===== src/rtl/uart_pkg.sv =====
// Shared UART definitions: receiver state encoding, frame geometry and default baud divisor.
package uart_pkg;

  typedef enum logic [1:0] {
    IDLE,
    RX,
    STOP_CHK
  } rx_state_t;

  localparam int FRAME_BITS       = 10;
  localparam int DATA_BITS        = 8;
  localparam int CNT_W            = 16;
  // 50 MHz system clock at 19200 baud
  localparam int DEFAULT_BAUD_DIV = 2604;

endpackage


===== src/rtl/uart_rx_fsm_if.sv =====
// Parallel-side and line-side signals of the UART receive engine.
interface uart_rx_fsm_if;

  logic                           start_edge;
  logic                           rx_synch;
  logic                           clr_rdy;
  logic [uart_pkg::DATA_BITS-1:0] rx_data;
  logic                           rdy;
  logic                           framing_err;
  logic                           busy;

  // master: upstream edge detector plus consumer; slave: the receiver itself
  modport master (
    output start_edge, rx_synch, clr_rdy,
    input  rx_data, rdy, framing_err, busy
  );

  modport slave (
    input  start_edge, rx_synch, clr_rdy,
    output rx_data, rdy, framing_err, busy
  );

endinterface


===== src/rtl/uart_rx_fsm_baud_cnt.sv =====
// Loadable down-counter that parks at zero; zero flags the count-expired point.
module baud_cnt #(
  parameter int W = 16
) (
  input  logic         clk,
  input  logic         rst,
  input  logic         load,
  input  logic [W-1:0] load_val,
  output logic         zero
);

  logic [W-1:0] count_reg;

  always_ff @(posedge clk) begin
    if (rst) begin
      count_reg <= '0;
    end else if (load) begin
      count_reg <= load_val;
    end else if (count_reg != '0) begin
      count_reg <= count_reg - 1'b1;
    end
  end

  assign zero = (count_reg == '0);

endmodule


===== src/rtl/uart_rx_fsm.sv =====
// 8N1 receive engine: triggered by an upstream falling-edge pulse, samples the
// synchronized line at mid-bit and presents the byte with sticky rdy/framing_err.
module uart_rx_fsm
  import uart_pkg::*;
#(
  parameter int BAUD_DIV = DEFAULT_BAUD_DIV
) (
  input  logic           clk,
  input  logic           rst,
  uart_rx_fsm_if.slave   rx_if
);

  localparam logic [CNT_W-1:0] HALF_LOAD = CNT_W'(BAUD_DIV / 2);
  localparam logic [CNT_W-1:0] BIT_LOAD  = CNT_W'(BAUD_DIV - 1);
  localparam logic [3:0]       LAST_IDX  = 4'(FRAME_BITS - 1);

  rx_state_t              state_reg,   state_next;
  logic [3:0]             bit_idx_reg, bit_idx_next;
  logic [DATA_BITS:0]     sr_reg,      sr_next;
  logic [DATA_BITS-1:0]   rx_data_reg, rx_data_next;
  logic                   rdy_reg,     rdy_next;
  logic                   ferr_reg,    ferr_next;
  logic                   busy_reg,    busy_next;

  logic                   cnt_load;
  logic [CNT_W-1:0]       cnt_load_val;
  logic                   cnt_zero;

  baud_cnt #(.W(CNT_W)) u_baud_cnt (
    .clk      (clk),
    .rst      (rst),
    .load     (cnt_load),
    .load_val (cnt_load_val),
    .zero     (cnt_zero)
  );

  always_ff @(posedge clk) begin
    if (rst) begin
      state_reg   <= IDLE;
      bit_idx_reg <= '0;
      sr_reg      <= '0;
      rx_data_reg <= '0;
      rdy_reg     <= 1'b0;
      ferr_reg    <= 1'b0;
      busy_reg    <= 1'b0;
    end else begin
      state_reg   <= state_next;
      bit_idx_reg <= bit_idx_next;
      sr_reg      <= sr_next;
      rx_data_reg <= rx_data_next;
      rdy_reg     <= rdy_next;
      ferr_reg    <= ferr_next;
      busy_reg    <= busy_next;
    end
  end

  always_comb begin
    state_next   = state_reg;
    bit_idx_next = bit_idx_reg;
    sr_next      = sr_reg;
    rx_data_next = rx_data_reg;
    rdy_next     = rdy_reg;
    ferr_next    = ferr_reg;
    cnt_load     = 1'b0;
    cnt_load_val = HALF_LOAD;

    // Acknowledge is applied first so a same-cycle commit overrides it
    if (rx_if.clr_rdy) begin
      rdy_next  = 1'b0;
      ferr_next = 1'b0;
    end

    case (state_reg)
      IDLE: begin
        if (rx_if.start_edge) begin
          state_next   = RX;
          cnt_load     = 1'b1;
          cnt_load_val = HALF_LOAD;
          bit_idx_next = '0;
          ferr_next    = 1'b0;
        end
      end

      RX: begin
        if (cnt_zero) begin
          cnt_load     = 1'b1;
          cnt_load_val = BIT_LOAD;
          bit_idx_next = bit_idx_reg + 4'd1;
          if (bit_idx_reg == '0) begin
            if (rx_if.rx_synch) begin
              state_next = IDLE;
            end
          end else begin
            // Data bits and the stop bit all shift in; stop ends up in the MSB
            sr_next = {rx_if.rx_synch, sr_reg[DATA_BITS:1]};
            if (bit_idx_reg == LAST_IDX) begin
              state_next = STOP_CHK;
            end
          end
        end
      end

      STOP_CHK: begin
        if (sr_reg[DATA_BITS]) begin
          rx_data_next = sr_reg[DATA_BITS-1:0];
          rdy_next     = 1'b1;
        end else begin
          ferr_next    = 1'b1;
        end
        state_next = IDLE;
      end

      default: begin
        state_next = IDLE;
      end
    endcase

    busy_next = (state_next != IDLE);
  end

  assign rx_if.rx_data     = rx_data_reg;
  assign rx_if.rdy         = rdy_reg;
  assign rx_if.framing_err = ferr_reg;
  assign rx_if.busy        = busy_reg;

endmodule


===== src/flat_wrapper.sv =====
// flat-port wrapper written by rule: the top's interface ports become plain ports
module uart_rx_fsm_flat import uart_pkg::*;
#(
  parameter int BAUD_DIV = DEFAULT_BAUD_DIV
)
  (clk, rst, rx_if_start_edge, rx_if_rx_synch, rx_if_clr_rdy, rx_if_rx_data, rx_if_rdy, rx_if_framing_err, rx_if_busy);
  uart_rx_fsm_if rx_if_i ();
  input  logic clk;
  input  logic rst;
  input wire logic [$bits(rx_if_i.start_edge)-1:0] rx_if_start_edge;
  input wire logic [$bits(rx_if_i.rx_synch)-1:0] rx_if_rx_synch;
  input wire logic [$bits(rx_if_i.clr_rdy)-1:0] rx_if_clr_rdy;
  output wire logic [$bits(rx_if_i.rx_data)-1:0] rx_if_rx_data;
  output wire logic [$bits(rx_if_i.rdy)-1:0] rx_if_rdy;
  output wire logic [$bits(rx_if_i.framing_err)-1:0] rx_if_framing_err;
  output wire logic [$bits(rx_if_i.busy)-1:0] rx_if_busy;
  assign rx_if_i.start_edge = rx_if_start_edge;
  assign rx_if_i.rx_synch = rx_if_rx_synch;
  assign rx_if_i.clr_rdy = rx_if_clr_rdy;
  assign rx_if_rx_data = rx_if_i.rx_data;
  assign rx_if_rdy = rx_if_i.rdy;
  assign rx_if_framing_err = rx_if_i.framing_err;
  assign rx_if_busy = rx_if_i.busy;
  uart_rx_fsm #(.BAUD_DIV(BAUD_DIV)) u_core (.clk(clk), .rst(rst), .rx_if(rx_if_i));
endmodule

===== config.mk =====
export PLATFORM = sky130hd
export DESIGN_NAME = uart_rx_fsm_flat
export DESIGN_NICKNAME = d
export VERILOG_FILES = /design/src/rtl/uart_pkg.sv /design/src/rtl/uart_rx_fsm_if.sv /design/src/rtl/uart_rx_fsm_baud_cnt.sv /design/src/rtl/uart_rx_fsm.sv /design/src/flat_wrapper.sv
export SDC_FILE = /design/constraint.sdc
export NUM_CORES = 1
export LEC_CHECK = 0
export CAP_MARGIN = 20
export CORE_MARGIN = 5
export CORE_UTILIZATION = 45
export CTS_BUF_LIST = sky130_fd_sc_hd__clkbuf_4
export DETAILED_ROUTE_END_ITERATION = 10
export HOLD_SLACK_MARGIN = 0.1
export PLACE_DENSITY = 0.75
export REMOVE_ABC_BUFFERS = 1
export SLEW_MARGIN = 30
export SYNTH_ARGS = -nofsm -noshare
export SYNTH_HDL_FRONTEND = slang
export SYNTH_SLANG_ARGS = --single-unit

===== constraint.sdc =====
create_clock -name clk -period 1.8 [get_ports clk]
set_clock_uncertainty 0.05 [all_clocks]
set_input_delay 0.18 -clock clk [delete_from_list [all_inputs] [get_ports clk]]
set_output_delay 0.18 -clock clk [all_outputs]
set_load 0.1 [all_outputs]

[Word-level counts from Yosys, hierarchy flattened]
Cells that the tools add are included.
W data, S select, Z words.
Word-level totals
  register bits after elaboration: 42
  latch bits: 0
  memory bits (writable): 0
  memory bits (read-only): 0
  input bits: 5
  output and inout port bits: 11
  memories: 0
Cells by class
  $add $sub $neg: 2
  multiply operators: 0
  divide/modulo/power cells: 0
  magnitude comparators: 0
  eq/ne operators: 5
  shift operators: 0
  multiplexer cells: 23
  bitwise logic cells: 1
  reductions and logical operators: 10
Operators by type and width (count)
  $mux W16: 3
  $logic_not A16 Y1: 1
  $reduce_bool A16 Y1: 1
  $sub A16 B1 Y16 const B: 1
  $mux W12: 1
  $mux W2: 5
  $mux W1: 8
  $mux W4: 2
  $pmux W4 S2: 1
  $reduce_and A3 Y1: 2
  $reduce_bool A2 Y1: 3
  $add A4 B1 Y4 const B: 1
  $eq A4 B4 Y1 const B: 1
  $logic_not A4 Y1: 1
  $pmux W1 S2: 2
  $pmux W2 S2: 1
  $eq A2 B1 Y1 const B: 1
  $eq A2 B2 Y1 const B: 1
  $logic_not A2 Y1: 1
  $ne A2 B1 Y1 const B: 1
  $ne A2 B2 Y1 const B: 1
  $reduce_and A2 Y1: 1
  $not A1 Y1: 1

[Logic depth before layout (Yosys ltp)]
  depth in word-level cells: 6
  depth in mapped cells: 8

[By module]
From an unflattened synthesis, not the netlist that was laid out.
Unflattened totals
  cells, all modules: 242
  area, all modules: 2068.2 sq um
Modules (own cells, without submodules)
  uart_rx_fsm: times used 1, cells an instance 126, area each 1103.6 sq um, seq. area each 520.5 sq um
  baud_cnt: times used 1, cells an instance 116, area each 964.7 sq um, seq. area each 320.3 sq um

[Worst setup path after synthesis]
Ideal clock, no wire load.
  path type: register to register
  start point: register u_core.u_baud_cnt.count_reg[0]
  end point: register u_core.u_baud_cnt.count_reg[14]
  arrival time: 1703 ps
  required time: 1680 ps
  path slack: -23 ps
  stages on the path, launching flop included: 8
  path buffers: 1
  period minus slack after synthesis: 1823 ps
  cell sequence: dfxtp_1 inv_1 ha_1 nor4b_2 and4_1 buf_4 or4b_1 a21oi_1
Between the ends
  cells in the longest elaborated chain, start to end: 4
  elaborated cells between the ends (all ways): 8
  classes of those cells: 1 x add/sub; 4 x mux; 3 x reduce/logical
RTL lines
  start, declared: line uart_rx_fsm_baud_cnt.sv:12  | logic [W-1:0] count_reg;
  start signal, assigned: line uart_rx_fsm_baud_cnt.sv:18  | count_reg <= load_val;
  start signal, assigned: line uart_rx_fsm_baud_cnt.sv:20  | count_reg <= count_reg - 1'b1;
  branches (longest 4 deep; another with $sub A16 B1 Y16)
Parallel ways; which one is timed is not known. The select of a mux whose other input is x is not followed.
A chain may end at the register's enable or synchronous reset.

[Final worst setup path]
  start point: register u_core.u_baud_cnt.count_reg[1]
  end point: register u_core.u_baud_cnt.count_reg[1]
The elaborated chain is that of the path after synthesis.

==> metrics.md <==
| Metric | Value |
|---|---|
| Number of flops mapped to enable cells by yosys | `0` |
| # fillers | `around 380` |
| CTS buffer count | `5` |
| Max_slew headroom | `0.777` |
| HPWL after detailed placement | `about 3.4 mm` |
| Crit path max-delay cell type | `dfxtp_2` |
| DRT iter0 DRCs | `between 100 and 150` |
| Avg Inst Size Synth | `just under 9 µm²` |
| Die X | `around 76 µm` |
| Nets | `roughly 290` |
| Final period utilization | `0.990` |
| P_leak | `just over 1 nW` |
| Drt wl/cell | `between 10 and 15 µm` |
| Placement Setup Slack | `-0.0385 ns` |
| Critical path class | `register to register` |
| Max Transition Viols Final | `0` |
| Crit path capture type | `register` |
| Ys Warns | `0` |
| Diodes inserted | `0` |
| FP Rows | `24` |
| Post-synth ARST share | `0` |
| Final Util | `0.584` |
| Area growth from synthesis to layout | `27.3%` |
| Worst slew pin tran | `about 0.33 ns` |
| Total Routed Length | `approximately 4.9 mm` |
| First-pass GRT wire length | `between 7 and 8 mm` |
| IO Count | `16` |
| Total GRT Usage | `0.163` |
| Largest register FFs | `16` |
| Final hold violations | `0` |
| Commonest cells after routing, fill and taps aside | `buf_4, dfxtp_1, a21oi_1, nor2_1, nand3_1` |
| Root Buffer | `clkbuf_4` |
| Startpoint types | `register` |
| CP top delay family | `simple AND/OR/NAND/NOR gates` |
| Required time of the worst setup path | `about 2.0 ns` |
| Post-synthesis sequential area ratio | `0.424` |
| Total negative slack | `0 ns` |
| Routed vias/inst | `about 5.7` |
| Worst-path clk slew | `0.13 ns` |
| TritonRoute pass-1 iters | `4` |
| Core area | `roughly 4300 µm²` |
| Setup WS post-layout | `around 0.019 ns` |
| Ys flop type | `dfxtp_1` |
| Pwr Density | `1110 nW/µm²` |
| Vias after detailed routing | `around 1,900` |
| CTS tree | `built` |
| Largest net degree at the start of global routing | `20` |
| Synthesized flop and latch total | `42` |
| Clk_lat worst skew | `approximately 0.35 ns` |
| Mapped Cells | `228` |
| Fin crit period | `roughly 1.8 ns` |
| Layout cells sized above 1 | `0.279` |
| Critical path fanouts, max | `3` |
| Crit path buffers/inverters | `2` |
| Mapped Area | `a little under 2000 µm²` |
| Initial antenna violation count | `0` |
| Critical Path AT | `~2 ns` |
| Fmax | `561 MHz` |
| Worst-case clock buffer depth | `2` |
| Commonest non-fill, non-tap cell in the layout | `buf_4` |
| Clk sink count | `42` |
| Post-CTS Hold Fix Bufs | `0` |
| Gr ovfl total | `0` |
| Final ANT Viol Nets | `0` |
| # DRC | `0` |
| Port Buffers | `15` |
| Worst hold path class | `input pin to register` |
| Hold WS | `between 0.3 and 0.4 ns` |
| Placer Congestion | `between 0.8 and 0.9` |
| Final Setup Violations | `0` |
| Initial Utilization | `0.459` |
| Number of global-route vias before repair | `roughly 1,700` |
| CP Cell Sequence | `inv_1 -> ha_2 -> nor4b_4 -> and4_1 -> buf_4 -> mux2_2 -> a21oi_1` |
| Netlist cell types | `44` |
| Critical path's largest stage delay | `between 0.3 and 0.4 ns` |
| Outcome | `complete, no violations` |
| Worst vdd ir | `approximately 0.37 mV` |
| # H-tree levels | `2` |
| Unrepaired setup endpoints after global routing | `true` |
| Chip Height | `76.4 µm` |
| Max Cap Viol | `0` |
| Die area | `a little under 6000 µm²` |
## metal layers
| metal | track usage | wire length [µm] |
|---|---|---|
| met3 | 0.0378 | 195 |
| met5 | 0 | 0 |
| met4 | 0.0559 | 78 |
| met2 | 0.268 | 2360 |
| met1 | 0.209 | 2220 |
## worst reg2reg max path, cell delays in order (launching register included)
cell and delay (ns):
dfxtp_2 0.34, inv_1 0.08, ha_2 0.17, nor4b_4 0.20
and4_1 0.30, buf_4 0.13, mux2_2 0.32, a21oi_1 0.13
## cell type report
type	count	area, µm²	share of cell area
Sequential cell	42	848	0.336
Clock buffer	6	45.0	0.0178
Multi-Input combinational cell	169	1100	0.438
Tap cell	52	65.1	0.0258
Clock inverter	2	37.5	0.0149
Inverter	6	22.5	0.00892
Timing Repair Buffer	51	400	0.159
## power by group
group	total [W]	internal, W	leakage [nW]	switching [W]
Sequential	0.00111	0.00101	0.343	0.0000982
Combinational	0.00106	0.000526	0.636	0.000535
Clock	0.000621	0.000308	0.0419	0.000313
## repair_timing
item / in CTS / in global routing
pin swaps: 2 / 4
gates cloned: 0 / 1
resized for setup: 3 / 22
endpoints found under the setup margin: 2 / 24
setup buffers: 4 / 2
## synth_stat cells, types with 5 or more instances
cell	n	area, µm²
mux2i_1	9	90.1
or4_1	6	45.0
inv_1	6	22.5
clkbuf_1	8	30.0
a21oi_1	29	145
nand2_1	12	45.0
dfxtp_1	42	841
nand3_1	17	85.1
nor2_1	19	71.3
o21ai_0	15	75.1
ha_1	5	62.6
## cell families after synthesis
group           Yosys count  share of synthesized area
mux                      10                     0.0511
fa+ha+maj                 5                     0.0315
flops                    42                      0.424
compound gates           59                      0.167
xor+xnor                  5                     0.0221
simple gates             90                      0.268
buf+inv                  17                     0.0366
## per-stage QoR
stage | power [W] | area, µm² | instances
after global routing | 0.00295 | 2520 | 328
after floorplan | 0.00165 | 1930 | 217
after detailed placement | 0.00204 | 2350 | 314
final | 0.00279 | 2520 | 328
after CTS | 0.00271 | 2470 | 326
after global placement | 0.00202 | 2350 | 314
## path summary, 6_finish.rpt
kind	start	endpoint	slack, ns	cells after the start
worst min register to register	u_core.rx_if.rdy	u_core.rx_if.rdy	0.44	2
worst max-delay path	u_core.u_baud_cnt.count_reg[1]	u_core.u_baud_cnt.count_reg[1]	0.02	7
worst min-delay path	rx_if_clr_rdy	u_core.rx_if.framing_err	0.40	4
worst max register to register	u_core.u_baud_cnt.count_reg[1]	u_core.u_baud_cnt.count_reg[1]	0.02	7
(Power assumes the default switching activity.)
